File: config.mk
export PLATFORM = sky130hd
export DESIGN_NAME = cache_mem_arbiter
export DESIGN_NICKNAME = d
export VERILOG_FILES = /design/src/rtl/cpu_types_pkg.sv /design/src/rtl/arb_starve_counter.sv /design/src/rtl/cache_mem_arbiter.sv
export SDC_FILE = /design/constraint.sdc
export NUM_CORES = 1
export LEC_CHECK = 0
export CAP_MARGIN = 20
export CORE_AREA = 2 2 104 106
export CTS_CLUSTER_DIAMETER = 40
export DETAILED_ROUTE_END_ITERATION = 6
export DIE_AREA = 0 0 106 108
export PLACE_DENSITY = 0.7
export SYNTH_ARGS = -nofsm -noshare
export SYNTH_HDL_FRONTEND = slang
export SYNTH_SLANG_ARGS = --single-unit
File: constraint.sdc
create_clock -name CLK -period 2.3 [get_ports CLK]
set_input_delay 0.23 -clock CLK [delete_from_list [all_inputs] [get_ports CLK]]
set_output_delay 0.23 -clock CLK [all_outputs]
set_load 0.03 [all_outputs]
File: src/rtl/cpu_types_pkg.sv
// Shared CPU types: machine word, RAM status encoding and memory-arbiter state.
package cpu_types_pkg;

  typedef logic [31:0] word_t;

  // Status reported by the RAM model/controller each cycle.
  typedef enum logic [1:0] {
    FREE   = 2'd0,
    BUSY   = 2'd1,
    ACCESS = 2'd2,
    ERROR  = 2'd3
  } ramstate_t;

  // Which cache currently owns the RAM port.
  typedef enum logic [1:0] {
    IDLE   = 2'd0,
    DGRANT = 2'd1,
    IGRANT = 2'd2
  } arb_state_t;

endpackage

File: src/rtl/arb_starve_counter.sv
// Saturating counter of dcache completions seen while the icache is waiting.
// clr has priority over inc; the count sticks at MAX until cleared.
module arb_starve_counter #(
  parameter int MAX = 2,
  parameter int W   = $clog2(MAX + 1)
) (
  input  logic         CLK,
  input  logic         nRST,
  input  logic         inc,
  input  logic         clr,
  output logic [W-1:0] count,
  output logic         at_max
);

  assign at_max = (count == W'(MAX));

  // Count register: synchronous clear on reset or clr, saturating increment.
  always_ff @(posedge CLK) begin
    // NOTE: reset is sampled on the clock edge only, so it sits inside the clocked branch.
    if (!nRST)                count <= '0;
    else if (clr)             count <= '0;
    else if (inc && !at_max)  count <= count + W'(1);
  end

endmodule

File: src/rtl/cache_mem_arbiter.sv
// Arbitrates the single RAM port between the icache and the dcache.
// Dcache has priority and keeps the port across back-to-back words; the
// icache is forced in after STARVE_MAX dcache completions while it waits.
// Optional counters: define CACHE_MEM_ARBITER_PERF_EN to add igrants, dgrants
// and forced.
module cache_mem_arbiter
  import cpu_types_pkg::*;
#(
  parameter int WORD_W     = 32,
  parameter int STARVE_MAX = 2
) (
  input  logic              CLK,
  input  logic              nRST,
  input  logic              iREN,
  input  logic [WORD_W-1:0] iaddr,
  output logic [WORD_W-1:0] iload,
  output logic              iwait,
  input  logic              dREN,
  input  logic              dWEN,
  input  logic [WORD_W-1:0] daddr,
  input  logic [WORD_W-1:0] dstore,
  output logic [WORD_W-1:0] dload,
  output logic              dwait,
  output logic              ramREN,
  output logic              ramWEN,
  output logic [WORD_W-1:0] ramaddr,
  output logic [WORD_W-1:0] ramstore,
  input  logic [WORD_W-1:0] ramload,
  input  logic [1:0]        ramstate
`ifdef CACHE_MEM_ARBITER_PERF_EN
  ,
  output logic [31:0]       igrants,
  output logic [31:0]       dgrants,
  output logic [31:0]       forced
`endif
);

  localparam int CNT_W = $clog2(STARVE_MAX + 1);

  arb_state_t       state, next_state;
  logic [CNT_W-1:0] starve_cnt;
  logic             starve_at_max;
  logic             d_req, access, d_done, i_done, force_i;

  assign d_req  = dREN | dWEN;
  assign access = (ramstate == ACCESS);
  assign d_done = (state == DGRANT) & access;
  assign i_done = (state == IGRANT) & access;

  // A completion that brings the count to STARVE_MAX hands the port to the icache.
  assign force_i = d_done & iREN &
                   (starve_at_max | (starve_cnt == CNT_W'(STARVE_MAX - 1)));

  arb_starve_counter #(.MAX(STARVE_MAX), .W(CNT_W)) u_starve (
    .CLK    (CLK),
    .nRST   (nRST),
    .inc    (d_done & iREN & ~force_i),
    .clr    (d_done & (~iREN | force_i)),
    .count  (starve_cnt),
    .at_max (starve_at_max)
  );

  // Read data goes straight through; each cache only trusts it when its wait is low.
  assign iload = ramload;
  assign dload = ramload;

  // State register.
  always_ff @(posedge CLK) begin
    // NOTE: state elements use non-blocking assignment so every flop samples pre-edge values.
    if (!nRST) state <= IDLE;
    else       state <= next_state;
  end

  // Next-state selection.
  always_comb begin
    // NOTE: default first so no path through the case leaves next_state unassigned (no latch).
    next_state = state;
    case (state)
      IDLE: begin
        if (d_req)     next_state = DGRANT;
        else if (iREN) next_state = IGRANT;
      end
      DGRANT: begin
        if (access) begin
          if (force_i) next_state = IGRANT;
        end else if (!d_req) begin
          next_state = IDLE;
        end
      end
      IGRANT: begin
        if (access) begin
          if (d_req)      next_state = DGRANT;
          else if (iREN)  next_state = IGRANT;
          else            next_state = IDLE;
        end else if (!iREN) begin
          next_state = IDLE;
        end
      end
      default: next_state = IDLE;
    endcase
  end

  // RAM port and wait muxing from the current owner.
  always_comb begin
    ramREN   = 1'b0;
    ramWEN   = 1'b0;
    ramaddr  = '0;
    ramstore = '0;
    iwait    = 1'b1;
    dwait    = 1'b1;
    case (state)
      DGRANT: begin
        ramWEN   = dWEN;
        ramREN   = dREN & ~dWEN;
        ramaddr  = daddr;
        ramstore = dstore;
        dwait    = ~access;
      end
      IGRANT: begin
        ramREN   = iREN;
        ramaddr  = iaddr;
        iwait    = ~access;
      end
      default: ;
    endcase
  end

`ifdef CACHE_MEM_ARBITER_PERF_EN
  // Free-running completion and forced-switch counters (wrap at 2^32).
  always_ff @(posedge CLK) begin
    if (!nRST) begin
      igrants <= '0;
      dgrants <= '0;
      forced  <= '0;
    end else begin
      if (i_done)  igrants <= igrants + 32'd1;
      if (d_done)  dgrants <= dgrants + 32'd1;
      if (force_i) forced  <= forced + 32'd1;
    end
  end
`else
  logic unused_perf;
  assign unused_perf = i_done;
`endif

endmodule

==> flow_summary.toml, run 1 <==
[timing]
setup_ws_ps = 85.3
tightest_slew_ps = 337
fin_crit_sh_pct = 96.3
max_freq_mhz = 452
period_minus_slack_ps = 2210
rsz0062_at_grt = "false"
slew_viol_final = 0
fin_tns_setup_ps = 0
setup_viol = 0
clock_skew_ps = 1.02
slew_headroom_pct = 77.5
hold_viol_final = 0

[cts]
htreeDepth = 1
clk_path_buf_depth = 2
clk_pin_slew_ps = 30
cts_setup_buffers = 0
cts_root_buf = "clkbuf_8"
cts_tree = "yes"
cts_buffers = 3
cts_sinks = 4
clock_latency_ps = 220

[logic_synthesis]
synthAdderAreaFrac_pct = 4.07
syn_area_um2 = 1540
ys_seq_elements = 4
synth_top_area_share_pct = 31.2
avgSynthCellArea_um2 = 7.16
synth.distinct_cells = 28
synthTopCellsByArea = "buf_4, a22oi_1, and2_1, nor2b_1, dfxtp_1"
ys_seq_area_share_pct = 5.20
synth-compound-area-share_pct = 21.9
yosysWarnings = 0
muxShareOfSynthArea_pct = 0
synthXorXnorAreaFrac_pct = 0
synthCells = 215
synth_top_family_by_area = "buffers and inverters"
synthesis.nets = 355
synth-simple-area-share_pct = 33.3
yosysTopAreaCell = "buf_4"

[detailed_routing]
drcViolationCount = 0
vias = 1848
routed_wl_mm = 6.47
viasPerCell = 4.10
wl_per_cell_um = 14.4
drt-initial-drc-count = 93
antenna_left = 0
first_pass_iters = 4

[floorplan]
num_io_pins = 267
rows = 37
start_util_pct = 15.0
dieHeight_um = 108
die_x_um = 106
dieArea_um2 = 11400
core_area_um2 = 10200

[final_layout]
postLayoutCoreUtil_pct = 28.9
drive_above_1_share_pct = 15.9
n_antenna_cell = 0
nets = 457
syn2layout_area_growth_pct = 92.0
fillers = 1067
design_area_um2 = 2960

[flow_run]
max-cap-violations = 0

[outcome]
outcome = "complete, no violations"

[setup_path]
critPathLaunch = "state[1]$_SDFFE_PN0P_"
slowest_stage = "clkdlybuf4s50_1"
arrival_ps = 1980
criticalPathCategory = "flop to output pin"
timing.rr.start = "state[1]$_SDFFE_PN0P_"
worstPathCellList = "inv_1 > ha_2 > buf_12 > and2_1 > clkdlybuf4s50_1"
required_ps = 2070
cp_top_family = "buffers and inverters"
crit_path_max_incr_delay_ps = 690
critPathCaptureType = "output pin"
cp_num_buf_inv = 3
cp-start-kind = "flop"
worstPathMaxFanout = 68

[global_route]
grt_max_degree = 69
grt_pass1_wl_mm = 8.95
overflow = 0
grt_antenna_before_repair = 0
grtUsageTotal_pct = 9.88
grt_pass1_vias = 1798

[pwr]
peakVddDrop_v = 0.000288
powerDensity_nw_per_um2 = 539
power_mw = 1.59
power_leakage_nw = 1.19

[place]
preCtsSetupSlack_ps = 283
dp_hpwl_mm = 5.47
portBuffers = 170
place_area_um2 = 2900
gp_congestion = 0.665

[hold_path]
hold_path_class = "primary input to output pin"
min_from = "ramload[22]"
## logic make-up after synthesis
logic type,Yosys count
flip-flops,4
adder cells (fa/ha/maj),5
buffers and inverters,81
AND/OR/NAND/NOR,80
AO/OA/AOI/OAI,45
## registers in the layout, summed over array words and instances (netlist names)
register	flops
state	2
u_starve.count	2
## worst register-to-register path, cell delays in order (launching register included)
cell	delay (ps)
dfxtp_1	380
inv_1	90
ha_2	190
buf_12	190
o21ai_0	110
a21oi_1	130
or2_4	250
o41ai_2	310
## layout make-up
| cell class | instances | area (µm²) | share of cell area, % |
|---|---|---|---|
| repair buffers | 175 | 1740 | 58.8 |
| multi-input cells | 130 | 913 | 30.9 |
| well taps | 136 | 170 | 5.76 |
| flip-flops and latches | 4 | 80.1 | 2.71 |
| clock buffers | 3 | 41.3 | 1.40 |
| inverters | 3 | 11.3 | 0.381 |
## where the power goes
part	switching (mW)	internal (mW)
combinational	0.709	0.647
sequential	0.00957	0.0785
clock	0.0372	0.112
total	0.756	0.837
## path summary, 6_finish.rpt
kind,to,slack [ps],cells after the start
max,ramstore[7],90,5
min reg2reg,u_starve.count[1]$_SDFFE_PP0P_,500,1
min,iload[22],460,0
max reg2reg,state[0]$_SDFFE_PN0P_,560,7
## placed cells by master, fill, tap and decap left out, drive strengths merged, types with 4 or more instances in the layout
cell / Yosys / layout
buf: 67 / 40
nor2b: 33 / 33
clkdlybuf4s50: 0 / 130
ha: 5 / 5
a22oi: 32 / 32
dlymetal6s2s: 0 / 5
nand2: 4 / 4
and2: 34 / 34
dfxtp: 4 / 4
## stage by stage
| stage | hold WS [ps] | cells |
|---|---|---|
| after floorplan | 358 | 215 |
| after detailed placement | 460 | 448 |
| after global routing | 460 | 451 |
| after global placement | 460 | 448 |
| final | 460 | 451 |
| after CTS | 460 | 451 |
## synth_stat cells, drive strengths merged
library cell and number:
buf 67, and2 34, nor2b 33, a22oi 32
clkbuf 11, ha 5, dfxtp 4, nand2 4
a21oi 3, inv 3, o21ai 3, and2b 2
o211ai 2, a31o 1, a31oi 1, and3 1
nand2b 1, nand3b 1, nor2 1, nor4 1
o31a 1, o31ai 1, o41ai 1, or2 1
or4b 1
## metal layers
| metal | wire length (µm) | track usage [%] |
|---|---|---|
| met5 | 0 | 0 |
| met1 | 2240 | 10.0 |
| met3 | 784 | 2.89 |
| met4 | 136 | 3.29 |
| met2 | 3310 | 19.3 |
## what timing repair did
item,in CTS,in global routing
hold buffers,0,0
endpoints found under the setup margin,0,5
gates resized for setup,0,5
Power figures use the tool's default switching activity.
==> run 2: changes to the inputs <==
- CORE_AREA: 2 2 104 106 -> 2 2 103 105
- DIE_AREA: 0 0 106 108 -> 0 0 105 107
- PLACE_DENSITY: 0.7 -> 0.71
- SYNTH_HIERARCHICAL: unset -> 1
==> run 2 against run 1 <==
Via count grew 0.92%. Cell count increased by 1.3%. Wire length decreased by 2.7%. Clock skew is 0.92 ps higher. Highest routed layer unchanged. Combinational power up 4%. Non-clock buffer count stayed put. Flip-flop and latch count unchanged.
==> flow_summary.toml, run 2 <==
[place]
place_area_um2 = 2880
preCtsSetupSlack_ps = 353
dp_hpwl_mm = 5.11
portBuffers = 170
gp_congestion = 0.786

[final_layout]
final_cell_mix = "clkdlybuf4s50_1, buf_4, and2_1"
syn2layout_area_growth_pct = 86.0
n_antenna_cell = 0
design_area_um2 = 2920
nets = 463
reg_top3 = "state x2, u_starve/count x2"
fillers = 1109
seq_area_um2 = 80.1
multi_input_area_um2 = 928
drive_above_1_share_pct = 14.6
final_common_cell = "clkdlybuf4s50_1"

[detailed_routing]
dr_wl_met3_um = 591
vias = 1865
drcViolationCount = 0
wl_met2_mm = 3.29
antenna_left = 0
routed_wl_mm = 6.30
first_pass_iters = 4
met1_length_mm = 2.35
drt-initial-drc-count = 85
top_layer = "met4"
viasPerCell = 4.08
wl_per_cell_um = 13.8

[timing]
slew_viol_final = 0
tightest_slew_ps = 362
slew_headroom_pct = 75.8
worst_hold_slack_ps = 460
setup_viol = 0
period_minus_slack_ps = 2160
rsz0062_at_grt = "false"
fin_crit_sh_pct = 94.1
hold_viol_final = 0
fin_tns_setup_ps = 0
clock_skew_ps = 1.94
setup_ws_ps = 136
max_freq_mhz = 462

[logic_synthesis]
synth_ff_type = "dfxtp_1"
synth-simple-area-share_pct = 33.6
yosysWarnings = 6
synth.most_common_cell = "buf_4"
async_flop_share_pct = 0
syn_area_um2 = 1570
synth_commonest_cells = "buf_4, and2_1, nor2b_1"
ys_seq_elements = 4
synth_top_family_by_area = "buffers and inverters"
synthesis.nets = 362
synthAdderAreaFrac_pct = 3.99
synth-compound-area-share_pct = 19.6
synthTopCellsByArea = "buf_4, a22oi_1, and2_1, nor2b_1, dfxtp_1"
synth_edf_count = 0
muxShareOfSynthArea_pct = 1.28
ys_seq_area_share_pct = 5.11
synth.distinct_cells = 26
synthCells = 222
synth_top_area_share_pct = 31.1
synthXorXnorAreaFrac_pct = 0.559
avgSynthCellArea_um2 = 7.06
yosysTopAreaCell = "buf_4"

[cts]
cts_root_buf = "clkbuf_8"
cts_resized = 0
cts_tree = "yes"
htreeDepth = 1
clk_path_buf_depth = 2
cts_setup_buffers = 0
cts_sinks = 4
cts_buffers = 3
hold_buffers = 0
clock_latency_ps = 220
clk_pin_slew_ps = 30

[flow_run]
max-cap-violations = 0

[pwr]
powerDensity_nw_per_um2 = 566
peakVddDrop_v = 0.000206
power_leakage_nw = 1.08

[setup_path]
criticalPathCategory = "flop to output pin"
worstPathCellList = "inv_1 > ha_2 > buf_12 > and2_1 > clkdlybuf4s50_1"
slowest_stage = "clkdlybuf4s50_1"
required_ps = 2070
crit_path_max_incr_delay_ps = 700
critPathCaptureType = "output pin"
arrival_ps = 1930
worstPathMaxFanout = 54
cp-start-kind = "flop"

[global_route]
grt_pass1_vias = 1861
overflow = 0
grt_max_degree = 55
grtUsageTotal_pct = 10.2
grt_pass1_wl_mm = 9.33
grt_antenna_before_repair = 0

[hold_path]
hold_path_class = "primary input to output pin"

[floorplan]
start_util_pct = 15.5
rows = 37
die_x_um = 105
dieArea_um2 = 11200
dieHeight_um = 107
num_io_pins = 267
core_area_um2 = 10100

[outcome]
outcome = "complete, no violations"
==> run 2: cell count changes after synthesis, sizes merged, moves of 2 or more <==
cell and change:
buf +3, nand2 +4, o211ai -2, nor2b +2, clkbuf -2, mux2i +2, and2b -2, nor2 +4
==> run 2: logic make-up after synthesis <==
group,count (synthesis)
XOR/XNOR,1
AND/OR/NAND/NOR,86
AO/OA/AOI/OAI,41
adder cells (fa/ha/maj),5
buffers and inverters,83
multiplexers,2
flip-flops,4
==> run 2: path summary, 6_finish.rpt <==
path | slack (ps) | depth (start not counted) | startpoint | to
min | 460 | 0 | ramload[12] | dload[12]
max reg2reg | 640 | 7 | state[1]$_SDFFE_PN0P_ | state[0]$_SDFFE_PN0P_
max | 140 | 5 | state[1]$_SDFFE_PN0P_ | ramstore[2]
min reg2reg | 490 | 2 | state[1]$_SDFFE_PN0P_ | state[1]$_SDFFE_PN0P_
==> run 2: where the power goes <==
part           internal [mW]  switching (mW)  total [mW]
Sequential            0.0800          0.0102      0.0901
Combinational          0.663           0.748        1.41
Clock                  0.112          0.0376       0.149
==> run 2: metrics by stage <==
stage | power (mW) | instances | utilization, %
floorplan | 1.11 | 222 | -
global placement | 1.49 | 454 | 28.5
detailed placement | 1.51 | 454 | 28.5
CTS | 1.67 | 457 | 28.9
global route | 1.75 | 457 | 28.9
finish | 1.65 | 457 | 28.9
==> run 2: critical path, delay by kind of cell (launching register included) <==
family        cells  cell delay (ps)
flops             1              320
simple gates      1              160
fa+ha+maj         1              210
buf+inv           3              990
==> run 2: per-layer routing <==
metal,track usage [%],vias up
li1,-,872
met1,11.0,847
met2,19.7,135
met3,2.49,11
met4,2.38,0
met5,0,-
==> run 2: cell type report <==
type | count | area share [%]
timing repair buffer | 175 | 57.7
multi-input combinational | 135 | 31.8
tap | 136 | 5.83
sequential | 4 | 2.75
clock buffer | 3 | 1.42
inverter | 4 | 0.515
==> edit 1, RTL diff (config.mk and constraints of run 1) <==
Change the parameter `STARVE_MAX` from 2 to 1.
--- a/src/rtl/cache_mem_arbiter.sv
+++ b/src/rtl/cache_mem_arbiter.sv
@@ -7,7 +7,7 @@
   import cpu_types_pkg::*;
 #(
   parameter int WORD_W     = 32,
-  parameter int STARVE_MAX = 2
+  parameter int STARVE_MAX = 1
 ) (
   input  logic              CLK,
   input  logic              nRST,
Function: changed (Yosys sat finds a counterexample within 4 cycles, from zero or initial values and one cycle with nRST low).
==> edit 1 against run 1 <==
- worst setup slack better by 37 ps
- synthesized cell count is 4.7% lower
- largest cell class unchanged
- design area is 2.5% lower
- highest routed layer unchanged
- worst hold slack hardly changed
- critical path type unchanged
- utilization is 0.72 points lower
- count of clock-buffer cells in the layout stayed put
- critical endpoint is now ramstore[24]
- via count is 4.1% lower
- wire length is 1.3% higher
- final cell count is 2.4% lower
- sequential cell count is 2 lower
- total power is 21% lower
- synthesized area is 6.6% lower
- sequential power is 45% lower
- combinational power is 21% lower
==> edit 1: results (changes against run 1) <==
[layout]
num-fill-cells=1092  ; +2.3%
antennaDiodeCount=0  ; unchanged
drive_above_1_share_pct=15.8  ; -0.084 points
nets=445  ; -2.6%
top_regs=state (2)

[timing]
finalSetupViolations=0  ; unchanged
holdWs_ps=460  ; -0.00500 ps
clock_skew_ps=0.594  ; -0.425 ps
tightest_slew_ps=392  ; +55.2 ps
clock.fmax_mhz=459  ; +1.7%

[hold_path]
worstHoldStart=ramload[18]
hp-class=input port to output pin
hold-path-endpoint=dload[18]
holdPathStages=0  ; unchanged

[worst_setup_path]
cp_max_fo=42  ; -38%
worst_path_largest_cell_delay_ps=680
r2r_slack_ps=460  ; -100 ps
r2r-start=state[0]
r2r-end=state[0]
rr_worst_depth=6  ; -1
crit_arrival_ps=1950  ; -30 ps

[drt]
vias=1772  ; -4.1%
dr.pass1.iters=3  ; -1
drt_iter0_markers=62  ; -33%
post_drt_wl_per_cell_um=14.9  ; +3.9%

[global_route]
gr-usage-all-layers_pct=10.1  ; +0.20 points
antenna_found_initial=0  ; unchanged
grt_pass1_wl_mm=9.19  ; +2.7%
grt_max_degree=43  ; -38%

[yosys]
synthDistinctLibCells=21  ; -25%
synthAdderAreaFrac_pct=3.48  ; -0.58 points
yosys-top-cells-area=buf_4 33%, a22oi_1 17%, and2_1 15%
synth-seq-area-share_pct=2.79  ; -2.4 points
async_flop_share_pct=0  ; unchanged
synth_commonest_cells=64 x buf_4, 34 x and2_1, 32 x a22oi_1, 32 x nor2b_1, 13 x clkbuf_1
synth.net_count=344  ; -3.1%
muxShareOfSynthArea_pct=0  ; unchanged
synth_compound_area_share_pct=22.1  ; +0.24 points

[cts]
cts_buffer_depth=2  ; unchanged
htreeDepth=1  ; unchanged
cts_buffers=3  ; unchanged
cts_root_buf=clkbuf_8

[power]
power_frac_comb_pct=85.3  ; +0.2 points
seq-power_uw=48.6  ; -45%
worst_ir_drop_vdd_mv=0.153  ; -47%
p_int_uw=690  ; -18%
leakage_nw=1.08  ; -9.9%

[place]
pre_cts_ws_ps=47.5  ; -235 ps
dpl.hpwl_mm=5.71  ; +4.3%
placed_cell_area_mm2=0.00283  ; -2.5%
gp_congestion=0.670  ; +0.78%
io_buffers=170  ; unchanged

[outcome]
run_status=complete, no violations

## edit 1: changes by cell type after synthesis, moves of 2 or more
cell,change
o21ai_0,+2
o211ai_1,-2
clkbuf_1,+2
buf_2,-2
a21oi_1,-2
dfxtp_1,-2
o21a_1,+2
## edit 1: cell type report
cell class	count	area (um^2)	area share, %
Clock buffer	3	41.3	1.43
Timing Repair Buffer	174	1750	60.9
Tap cell	136	170	5.91
Multi-Input combinational cell	123	868	30.1
Inverter	2	7.51	0.261
Sequential cell	2	40.0	1.39
## edit 1: how the worst max path moves through the flow
stage          startpoint            to  depth (start not counted)
2_1_floorplan    state[1]   ramaddr[10]                          6
3_3_place_gp     state[1]   ramstore[4]                          4
3_5_place_dp     state[1]   ramstore[4]                          4
4_1_cts          state[1]   ramstore[4]                          4
5_1_grt          state[1]  ramstore[24]                          4
6_report         state[1]  ramstore[24]                          4
## edit 1: per-layer routing
metal	vias to the layer above	wire length, um	global-route usage [%]
li1	821	-	-
met2	145	3490	20.3
met5	-	0	0
met1	783	2110	9.42
met3	23	733	2.47
met4	0	228	4.89
## edit 1: worst max-delay path: cells and delay by family, from the launching register on
family | cells | cell delay, ps
flip-flops | 1 | 330
buffers and inverters | 2 | 800
adder cells (fa/ha/maj) | 1 | 380
AND/OR/NAND/NOR | 1 | 210
## edit 1: what timing repair did
item / in CTS / in global routing
cloned: 0 / 0
endpoints found under the setup margin: 41 / 1
hold buffers: 0 / 0
buffers inserted: 0 / 0
gates resized for setup: 1 / 1
pin swaps: 0 / 0
## edit 1: metrics by stage
stage          cells  power [mW]
4_1_cts          440        1.28
3_5_place_dp     437        1.13
5_1_grt          440        1.34
6_report         440        1.26
2_1_floorplan    205       0.804
3_3_place_gp     437        1.12
==> edit 2, RTL diff (settings of run 1) <==
Made on the original files. Encoding of `arb_state_t`: now one-hot (3 bits for 3 states).
--- a/src/rtl/cpu_types_pkg.sv
+++ b/src/rtl/cpu_types_pkg.sv
@@ -12,10 +12,10 @@
   } ramstate_t;
 
   // Which cache currently owns the RAM port.
-  typedef enum logic [1:0] {
-    IDLE   = 2'd0,
-    DGRANT = 2'd1,
-    IGRANT = 2'd2
+  typedef enum logic [2:0] {
+    IDLE   = 3'b001,
+    DGRANT = 3'b010,
+    IGRANT = 3'b100
   } arb_state_t;
 
 endpackage
Check against the original RTL: same outputs for any inputs over 10 cycles, from zero or initial values and one cycle with nRST low; not proved beyond that.
==> edit 2 against run 1 <==
- design area fell by 6.6%
- critical path depth shrank 1
- synthesized cell count is 12% lower
- sequential share of layout area up 0.92 points
- wire length shrank 3.8%
- utilization down 1.9 points
- worst setup slack better by 120 ps
- sequential cell count grew 1
- synthesized area decreased by 8.1%
- critical endpoint is now ramaddr[14]
- largest cell class unchanged
Power is not compared: it rests on default switching activity, and its combinational part moved more than twofold at a synthesized area within 25%.
==> edit 2: results (changes against run 1) <==
[outcome]
run_status=complete, no violations

[worst_setup_path]
critPathTopFamily=buffers and inverters
r2r-start=state[2]
r2r-end=state[2]
critPathCapture=ramaddr[14]
r2r_slack_ps=670  ; +110 ps
slowest_stage=dfxtp_1
crit_arrival_ps=1870  ; -110 ps

[drt]
dr.pass1.iters=6  ; +2
finalWirelength_mm=6.23  ; -3.8%
vias=1667  ; -9.8%
drt_iter0_markers=112  ; +20%

[yosys]
yosys-top-cells-area=buf_4 34%, a22o_1 20%, and2_1 15%
synthDistinctLibCells=32  ; +14%

[timing]
clock_skew_ps=2.68  ; +1.66 ps
relSlewSlack_pct=72.9  ; -4.6 points
fin_crit_sh_pct=91.3  ; -5.0 points

[place]
pre_cts_ws_ps=304  ; +21.6 ps
dpl.hpwl_mm=5.16  ; -5.7%
gp_congestion=0.740  ; +11%

[global_route]
grt_max_degree=49  ; -29%
gr-usage-all-layers_pct=9.45  ; -0.43 points
grt_pass1_wl_mm=8.69  ; -2.9%

[layout]
nets=427  ; -6.6%

[cts]
post-cts-setup-buffer-count=0  ; unchanged

edit 2: cell types whose count changed after synthesis, sizes merged, moves of 2 or more:
cell / run 1 / this run
a221oi: 0 / 2
ha: 5 / 1
a22o: 0 / 32
nand3: 0 / 3
clkbuf: 11 / 9
nor2b: 33 / 2
nor3b: 0 / 3
o211ai: 2 / 0
a22oi: 32 / 0
and2b: 2 / 0
edit 2: layer usage:
layer	track usage (%)	wire length [um]	vias to the layer above
met5	0	0	-
met4	1.88	38	0
met1	10.6	2230	738
li1	-	-	796
met3	3.56	713	9
met2	17.2	3240	124
edit 2: cells by family (layout without fill, tap and decap cells):
group                    Yosys count  in the layout  synth area share, %
adder cells (fa/ha/maj)            1              1                0.885
buffers and inverters             80            181                 38.6
multiplexers                       2              2                 1.50
AND/OR/NAND/NOR                   56             56                 25.7
flip-flops                         5              5                 7.08
AO/OA/AOI/OAI                     44             44                 25.7
XOR/XNOR                           1              1                0.620
edit 2: how the worst min path moves through the flow:
stage                                  from                 to  slack (ps)  cells after the start
after detailed placement        ramload[17]          dload[17]         460                      0
final                            ramload[7]           dload[7]         460                      0
after global placement    u_starve.count[0]  u_starve.count[0]         450                      2
after floorplan                        nRST           state[0]         340                      1
after CTS                       ramload[17]          dload[17]         460                      0
after global routing             ramload[7]           dload[7]         460                      0
edit 2: where the power goes:
group	switching [mW]	internal (mW)
registers	0.0228	0.0956
clock network	0.0470	0.119
logic	0.266	0.323
total	0.336	0.538
edit 2: stage by stage:
step	hold slack [ps]	instances	instance area, um^2	utilization, %
6_report	460	426	2760	27.0
5_1_grt	460	426	2760	27.0
4_1_cts	460	426	2760	27.0
3_5_place_dp	460	422	2720	26.6
3_3_place_gp	448	422	2720	26.6
2_1_floorplan	341	189	1410	-
edit 2: area by class of cell:
class / instances / area (um^2)
Tap cell: 136 / 170
Clock buffer: 4 / 45.0
Timing Repair Buffer: 174 / 1670
Sequential cell: 5 / 100
Fill cell: 1107 / 7470
Inverter: 3 / 11.3
Multi-Input combinational cell: 104 / 768
